$ cat config.mk
export PLATFORM = sky130hd
export DESIGN_NAME = cmd_tx_sequencer
export DESIGN_NICKNAME = d
export VERILOG_FILES = /design/src/rtl/cmd_tx_sequencer.sv
export SDC_FILE = /design/constraint.sdc
export NUM_CORES = 1
export LEC_CHECK = 0
export CAP_MARGIN = 30
export CORE_ASPECT_RATIO = 0.75
export CORE_MARGIN = 4
export CORE_UTILIZATION = 56
export DETAILED_ROUTE_END_ITERATION = 10
export PLACE_DENSITY = 0.94
export SLEW_MARGIN = 20
export SYNTH_ARGS = -nofsm -noshare
export SYNTH_HDL_FRONTEND = slang
export SYNTH_SLANG_ARGS = --single-unit
$ cat constraint.sdc
create_clock -name sd_clock -period 3.1 [get_ports sd_clock]
set_clock_uncertainty 0.05 [all_clocks]
set_input_delay 0.62 -clock sd_clock [delete_from_list [all_inputs] [get_ports sd_clock]]
set_output_delay 0.62 -clock sd_clock [all_outputs]
set_load 0.02 [all_outputs]
$ cat src/rtl/cmd_tx_sequencer.sv
// cmd_tx_sequencer: sends one 48-bit command frame as six bytes to a
// parallel-to-serial wrapper, one byte per enable/complete exchange.
// Optional feature: define CMD_TX_CRC7_EN to put a real CRC7 in the last byte.
// Without it, the CRC field is all ones and no CRC logic is built.
//
// Wrapper handshake: the sequencer raises ser_enable with a byte on
// ser_parallel. It keeps both stable until ser_complete is seen high on a
// rising edge while in WAIT. ser_enable then drops for exactly one cycle
// (GAP) before the next byte. ser_complete outside WAIT has no effect.
module cmd_tx_sequencer #(
  parameter int N       = 8,
  parameter int TIMEOUT = 64
) (
  input  logic         sd_clock,
  input  logic         reset,
  input  logic         start,
  input  logic [5:0]   cmd_index,
  input  logic [31:0]  cmd_argument,
  output logic         busy,
  output logic         done,
  output logic         error,
  output logic         ser_enable,
  output logic [N-1:0] ser_parallel,
  input  logic         ser_complete,
  output logic [2:0]   fsm_state
);

  localparam int TW = $clog2(TIMEOUT + 1);

  typedef enum logic [2:0] {
    ST_IDLE = 3'd0,
    ST_LOAD = 3'd1,
    ST_WAIT = 3'd2,
    ST_GAP  = 3'd3,
    ST_DONE = 3'd4,
    ST_ERR  = 3'd5
  } state_t;

  state_t        state;
  logic [2:0]    cnt;
  logic [TW-1:0] timer;
  logic [5:0]    idx_q;
  logic [31:0]   arg_q;
  logic [6:0]    crc_field;

`ifdef CMD_TX_CRC7_EN
  // CRC7 with polynomial x^7+x^3+1 and seed 0, taken MSB first over 40 bits
  function automatic logic [6:0] crc7(input logic [39:0] data);
    logic [6:0] c;
    logic       fb;
    c = 7'd0;
    for (int i = 39; i >= 0; i--) begin
      fb = data[i] ^ c[6];
      c  = {c[5:0], 1'b0};
      if (fb) c = c ^ 7'h09;
    end
    return c;
  endfunction

  // The latched fields are stable for the whole frame, so the CRC is
  // settled long before the last byte is loaded.
  always_comb begin
    crc_field = crc7({2'b01, idx_q, arg_q});
  end
`else
  // With no CRC the field is fixed, so the last byte is 8'hFF.
  always_comb begin
    crc_field = 7'h7F;
  end
`endif

  // Selects frame byte k, most significant byte first.
  function automatic logic [7:0] frame_byte(input logic [2:0] k,
                                            input logic [5:0] idx,
                                            input logic [31:0] arg,
                                            input logic [6:0] crc);
    logic [7:0] b;
    case (k)
      3'd0:    b = {2'b01, idx};
      3'd1:    b = arg[31:24];
      3'd2:    b = arg[23:16];
      3'd3:    b = arg[15:8];
      3'd4:    b = arg[7:0];
      default: b = {crc, 1'b1};
    endcase
    return b;
  endfunction

  assign fsm_state = state;

  // Frame sequencing FSM with registered outputs.
  always_ff @(posedge sd_clock or posedge reset) begin
    if (reset) begin
      state        <= ST_IDLE;
      cnt          <= 3'd0;
      timer        <= '0;
      idx_q        <= 6'd0;
      arg_q        <= 32'd0;
      busy         <= 1'b0;
      done         <= 1'b0;
      error        <= 1'b0;
      ser_enable   <= 1'b0;
      ser_parallel <= '0;
    end else begin
      done  <= 1'b0;
      error <= 1'b0;
      case (state)
        // DONE and ERR accept start as well, so a start held high gives
        // back-to-back frames with busy low only in the done/error cycle.
        ST_IDLE, ST_DONE, ST_ERR: begin
          if (start) begin
            idx_q        <= cmd_index;
            arg_q        <= cmd_argument;
            cnt          <= 3'd0;
            timer        <= '0;
            busy         <= 1'b1;
            ser_enable   <= 1'b1;
            ser_parallel <= {2'b01, cmd_index};
            state        <= ST_LOAD;
          end else begin
            state <= ST_IDLE;
          end
        end
        ST_LOAD: begin
          timer <= '0;
          state <= ST_WAIT;
        end
        ST_WAIT: begin
          // A completion arriving in the same cycle as the timeout wins.
          if (ser_complete) begin
            ser_enable <= 1'b0;
            state      <= ST_GAP;
          end else if (timer == TW'(TIMEOUT - 1)) begin
            ser_enable <= 1'b0;
            busy       <= 1'b0;
            error      <= 1'b1;
            state      <= ST_ERR;
          end else begin
            timer <= timer + 1'b1;
          end
        end
        ST_GAP: begin
          if (cnt < 3'd5) begin
            cnt          <= cnt + 3'd1;
            timer        <= '0;
            ser_enable   <= 1'b1;
            ser_parallel <= frame_byte(cnt + 3'd1, idx_q, arg_q, crc_field);
            state        <= ST_LOAD;
          end else begin
            busy  <= 1'b0;
            done  <= 1'b1;
            state <= ST_DONE;
          end
        end
        default: begin
          busy       <= 1'b0;
          ser_enable <= 1'b0;
          state      <= ST_IDLE;
        end
      endcase
    end
  end

endmodule

==> impl_metrics.ini, run 1 <==
[drt]
postRouteAntennaNets = 0
drtPass1Iterations = 5
via_per_inst = 5.86
drt-wirelength-per-cell_um = 18.7
wl_um = 7240
vias = 2267
drc = 0
drt_iter0_markers = 203

[synthesis]
yosysTopAreaCellShare = 0.531
syn_nets = 302
yosys-top-cells-count = dfrtp_1, mux2_2, nor2_1
yosys-top-cells-area = dfrtp_1, mux2_2, mux2_1
syn_avg_cell_area_sq_um = 11.7
synth.largest_area_cell = dfrtp_1
synth_warnings = 0
ys_seq_area_frac = 0.531
synth_cell_types = 47
yosysMostFrequentCell = dfrtp_1
synth_edf_count = 0
synth_flop_cell = dfrtp_1
synthArstFlopShare = 1.00
syn_inst = 254
synth_seq_cells = 63
netlist_area_sq_um = 2970

[worst_setup_path]
r2r-end = ser_parallel[4]
ff2ff_path_depth = 5
worstSetupPathType = reg2reg
cpMaxStageDelayCell = ha_1
cp.buffers_inverters = 0
max_stage_delay_ns = 0.61
endpoint = ser_parallel[4]
crit_path_end_kind = flip-flop
path_cells = ha_1 -> nand2_1 -> a21oi_1 -> o211ai_1 -> a22o_1
crit_arrival_ns = 2.60
required_ns = 3.28
path_depth = 5
critPathMaxFanout = 16
cp-start-kind = flip-flop
crit_start = cnt[0]
ff2ff_setup_slack_ns = 0.68
crit_family = compound AO/OA/AOI/OAI gates
reg2reg_from = cnt[0]

[place]
routabilityCongestion = 0.858
placedCellCount = 371
dp_slack_ns = 0.646
port_buffers = 56
dp_hpwl_um = 4870
dpl_cell_area_sq_um = 3600

[worst_hold_path]
worstHoldPathType = reg2reg

[cts]
clock-sinks = 63
cts_hold_buf = 0
cts_max_path_buffers = 2
cts_setup_buffers = 0
cts-buffers-inserted = 9
ctsResizeCount = 0
cts_tree = built
clk_pin_slew_ns = 0.07
htreeDepth = 3
clk_latency_ns = 0.34
cts_root_buf = clkbuf_8

[sta]
max_freq_mhz = 413
worst_slack_ns = 0.678
setup_violations = 0
slew_headroom = 0.448
hold_viol = 0
period_share = 0.781
tightestPinTransition_ns = 0.826
fin_crit_ns = 2.42
setup_tns_ns = 0
rsz0062_at_grt = no
final_max_slew_viol_count = 0

[final_layout]
stdcell_count = 387
nets = 358
layout-drive-gt1-share = 0.181
area_growth_pct = 27.9
fillers = 342
final_area_sq_um = 3790
antennaDiodeCount = 0

[run_status]
status = complete, no violations

[floorplan]
core_sq_um = 5010
ios = 57
dieWidth_um = 92.1
rows = 22
start_util = 0.592
fp.dieArea_sq_um = 6540
die_height_um = 71.0

[power]
power_mw = 3.63
ir_drop_v = 0.000544
p_leak_nw = 1.58
powerDensity_nw_per_um2 = 958

[global_route]
grt_start_max_net_pins = 42
grtUsageTotal = 0.237
grt-ovfl-total = 0
grt_first_pass_wirelength_um = 11900
grt_pass1_vias = 2375
antenna_found_initial = 0

[job]
maxCapViolCount = 0
-- how the worst min path moves through the flow --
stage,startpoint,end,slack (ns),cells past startpoint
after floorplan,arg_q[15],arg_q[15],0.41,1
after global placement,idx_q[2],idx_q[2],0.42,1
after detailed placement,ser_parallel[2],ser_parallel[2],0.44,1
after CTS,ser_parallel[2],ser_parallel[2],0.45,1
after global routing,ser_parallel[1],ser_parallel[1],0.47,1
final,ser_parallel[2],ser_parallel[2],0.46,1
-- per-layer routing --
layer | wire length, um | up-vias | global-route usage
li1 | - | 1051 | -
met1 | 3160 | 1113 | 0.297
met2 | 3460 | 85 | 0.379
met3 | 453 | 18 | 0.0808
met4 | 171 | 0 | 0.0956
met5 | 0 | - | 0
-- power by group --
group / internal [mW] / total (mW) / switching, mW
combinational: 0.738 / 1.47 / 0.735
clock: 0.393 / 0.706 / 0.313
sequential: 1.19 / 1.45 / 0.269
total: 2.32 / 3.63 / 1.32
-- through the flow --
step,hold WS (ns),utilization
final,0.459,0.757
after floorplan,0.413,-
after detailed placement,0.439,0.718
after global placement,0.423,0.718
after global routing,0.470,0.757
after CTS,0.454,0.757
-- cell type report --
class | count | area, sq um | area share
sequential | 63 | 1580 | 0.415
inverter | 10 | 37.5 | 0.00989
timing repair buffer | 59 | 596 | 0.157
tap | 72 | 90.1 | 0.0237
multi-input combinational | 167 | 1300 | 0.342
clock buffer | 11 | 141 | 0.0373
clock inverter | 5 | 57.6 | 0.0152
-- cells in the final DEF, fill, tap and decap left out, drive strengths merged, types with 3 or more instances in the layout --
cell / instances
mux2: 39
clkbuf: 11
nand2: 12
clkinv: 4
nand3: 11
o211ai: 8
clkdlybuf4s50: 56
nor2: 17
o21ai: 10
a221oi: 7
buf: 3
a21oi: 6
nand2b: 4
ha: 6
dfrtp: 63
inv: 10
a22o: 10
-- worst register-to-register path: cells and delay by family, from the launching register on --
kind                       cells  cell delay [ns]
and+or+nand+nor                1             0.18
adders and majority gates      1             0.61
DFF                            1             0.46
AOI/OAI and AO/OA              3             1.01
-- kinds of logic (layout without fill, tap and decap cells) --
family | count (synthesis) | in the layout | synth area share
compound gates | 61 | 61 | 0.156
flops | 63 | 63 | 0.531
fa+ha+maj | 6 | 6 | 0.0253
simple gates | 59 | 59 | 0.101
xor+xnor | 1 | 1 | 0.00295
buf+inv | 24 | 85 | 0.0320
mux | 40 | 40 | 0.151
-- registers in the layout (all words and copies together), names as in the netlist --
| register | count |
|---|---|
| done | 1 |
| error | 1 |
| ser_parallel | 8 |
| fsm_state | 3 |
| ser_enable | 1 |
| arg_q | 32 |
| busy | 1 |
| cnt | 3 |
| idx_q | 6 |
| timer | 7 |
Power figures use the tool's default switching activity.
==> run 2, diff against run 1 <==
CORE_UTILIZATION = 47   (was 56)
PLACE_DENSITY = 0.85   (was 0.94)
clock period = 2 ns   (was 3.1 ns; I/O delays follow)
==> run 2 against run 1 <==
Effect of this change:
- routed wire length is 3.7% lower
- critical path type unchanged
- cell area is 4.8% higher
- clock power is 91% higher
- via count is 1.4% higher
- flip-flop and latch count stayed put
- utilization is 9.2 points lower
- sequential share of layout area is 1.9 points lower
- count of clock-buffer cells in the layout is 1 lower
- fmax is 21% higher
==> impl_metrics.ini, run 2 (synthesized netlist as in run 1, its figures left out) <==
[final_layout]
stdcell_count = 407
layout_commonest_cell = dfrtp_1
largest_reg_flops = 32
multi_input_area_sq_um = 1300
utilization = 0.666
final_cell_mix = dfrtp_1, clkdlybuf4s50_1, mux2_2, nor2_1, buf_4
final_area_sq_um = 3980
seq_area_sq_um = 1580
fillers = 437
top_regs = arg_q: 32 flops, ser_parallel: 8 flops, timer: 7 flops
area_growth_pct = 34.1
largest_register = arg_q
nets = 372
antennaDiodeCount = 0
layout-drive-gt1-share = 0.225

[cts]
cts-buffers-inserted = 9
clock-sinks = 63
cts_max_path_buffers = 2
clk_pin_slew_ns = 0.07
cts_hold_buf = 0
cts_setup_buffers = 0
cts_tree = built
clk_latency_ns = 0.33
cts_root_buf = clkbuf_8
htreeDepth = 3
ctsResizeCount = 0

[power]
ir_drop_v = 0.000708
p_leak_nw = 1.67
power_mw = 6.00
powerDensity_nw_per_um2 = 1510

[sta]
final_max_slew_viol_count = 0
whs_ns = 0.437
period_share = 0.997
setup_tns_ns = 0
rsz0062_at_grt = yes
fin_crit_ns = 1.99
tightestPinTransition_ns = 0.513
hold_viol = 0
worst_slack_ns = 0.00615
setup_violations = 0
slew_headroom = 0.656
max_freq_mhz = 502

[global_route]
grt_start_max_net_pins = 64
antenna_found_initial = 0
grtUsageTotal = 0.187
grt_first_pass_wirelength_um = 11400
grt_pass1_vias = 2383
grt-ovfl-total = 0

[worst_setup_path]
crit_path_end_kind = flip-flop
max_stage_delay_ns = 0.48
ff2ff_path_depth = 6
path_cells = inv_1 -> ha_1 -> a22o_1 -> a221oi_1 -> o211ai_1 -> a22o_1
cp-start-kind = flip-flop
required_ns = 2.17
crit_arrival_ns = 2.16
cp_common_cell = a22o_1
ff2ff_setup_slack_ns = 0.006
worstSetupPathType = reg2reg
cpMaxStageDelayCell = dfrtp_1
reg2reg_from = cnt[0]
critPathMaxFanout = 7
r2r-end = ser_parallel[3]

[floorplan]
ios = 57
die_height_um = 76.8
dieWidth_um = 99.8
core_sq_um = 5980
rows = 24
fp.dieArea_sq_um = 7660
start_util = 0.497

[drt]
vias = 2298
postRouteAntennaNets = 0
drc = 0
drt-wirelength-per-cell_um = 17.1
via_per_inst = 5.65
wl_um = 6980
drtPass1Iterations = 4
drt_iter0_markers = 196

[job]
maxCapViolCount = 0

[run_status]
status = complete, no violations

[place]
port_buffers = 56
dp_hpwl_um = 4860
dpl_cell_area_sq_um = 3720
routabilityCongestion = 0.859
dp_slack_ns = -0.0981
placedCellCount = 391

[worst_hold_path]
worstHoldPathType = in2async
[run 2: cell types whose count changed in the layout (fill, tap and decap cells not counted), moves of 2 or more]
cell,previous run,this run
clkinvlp_4,0,2
bufinv_16,1,3
buf_4,2,15
clkinv_4,2,0
[run 2: worst max path at each step]
stage                      start               to  slack (ns)  cells past startpoint
floorplan           fsm_state[1]         timer[3]        0.09                      5
global placement    ser_complete         timer[3]       -0.03                      4
detailed placement  ser_complete         timer[0]        -0.1                      6
CTS                       cnt[0]  ser_parallel[2]        0.04                      5
global route              cnt[0]  ser_parallel[3]       -0.08                      6
finish                    cnt[0]  ser_parallel[3]       0.006                      6
[run 2: final cells by class]
class	count	area share
Multi-Input combinational cell	167	0.328
Inverter	10	0.0104
Tap cell	78	0.0245
Clock inverter	6	0.0270
Sequential cell	63	0.397
Timing Repair Buffer	73	0.179
Clock buffer	10	0.0346
[run 2: routing by layer]
metal / track usage / share of wire
met1: 0.248 / 0.46
met2: 0.293 / 0.46
met3: 0.0598 / 0.063
met4: 0.0546 / 0.014
met5: 0 / 0
[run 2: where the power goes]
part | switching (mW) | internal, mW | total, mW
Combinational | 1.13 | 1.28 | 2.41
Sequential | 0.395 | 1.84 | 2.23
Clock | 0.496 | 0.858 | 1.35
[run 2: worst max-delay path: cells and delay by family, from the launching register on]
| kind | cells | cell delay, ns |
|---|---|---|
| DFF | 1 | 0.48 |
| buffers and inverters | 1 | 0.10 |
| adders and majority gates | 1 | 0.31 |
| AOI/OAI and AO/OA | 4 | 0.94 |
==> run 3, diff against run 2 <==
CAP_MARGIN = 20   (was 30)
==> results of run 3 <==
Same layout as run 2: the final DEF is identical, and so are final timing and power.
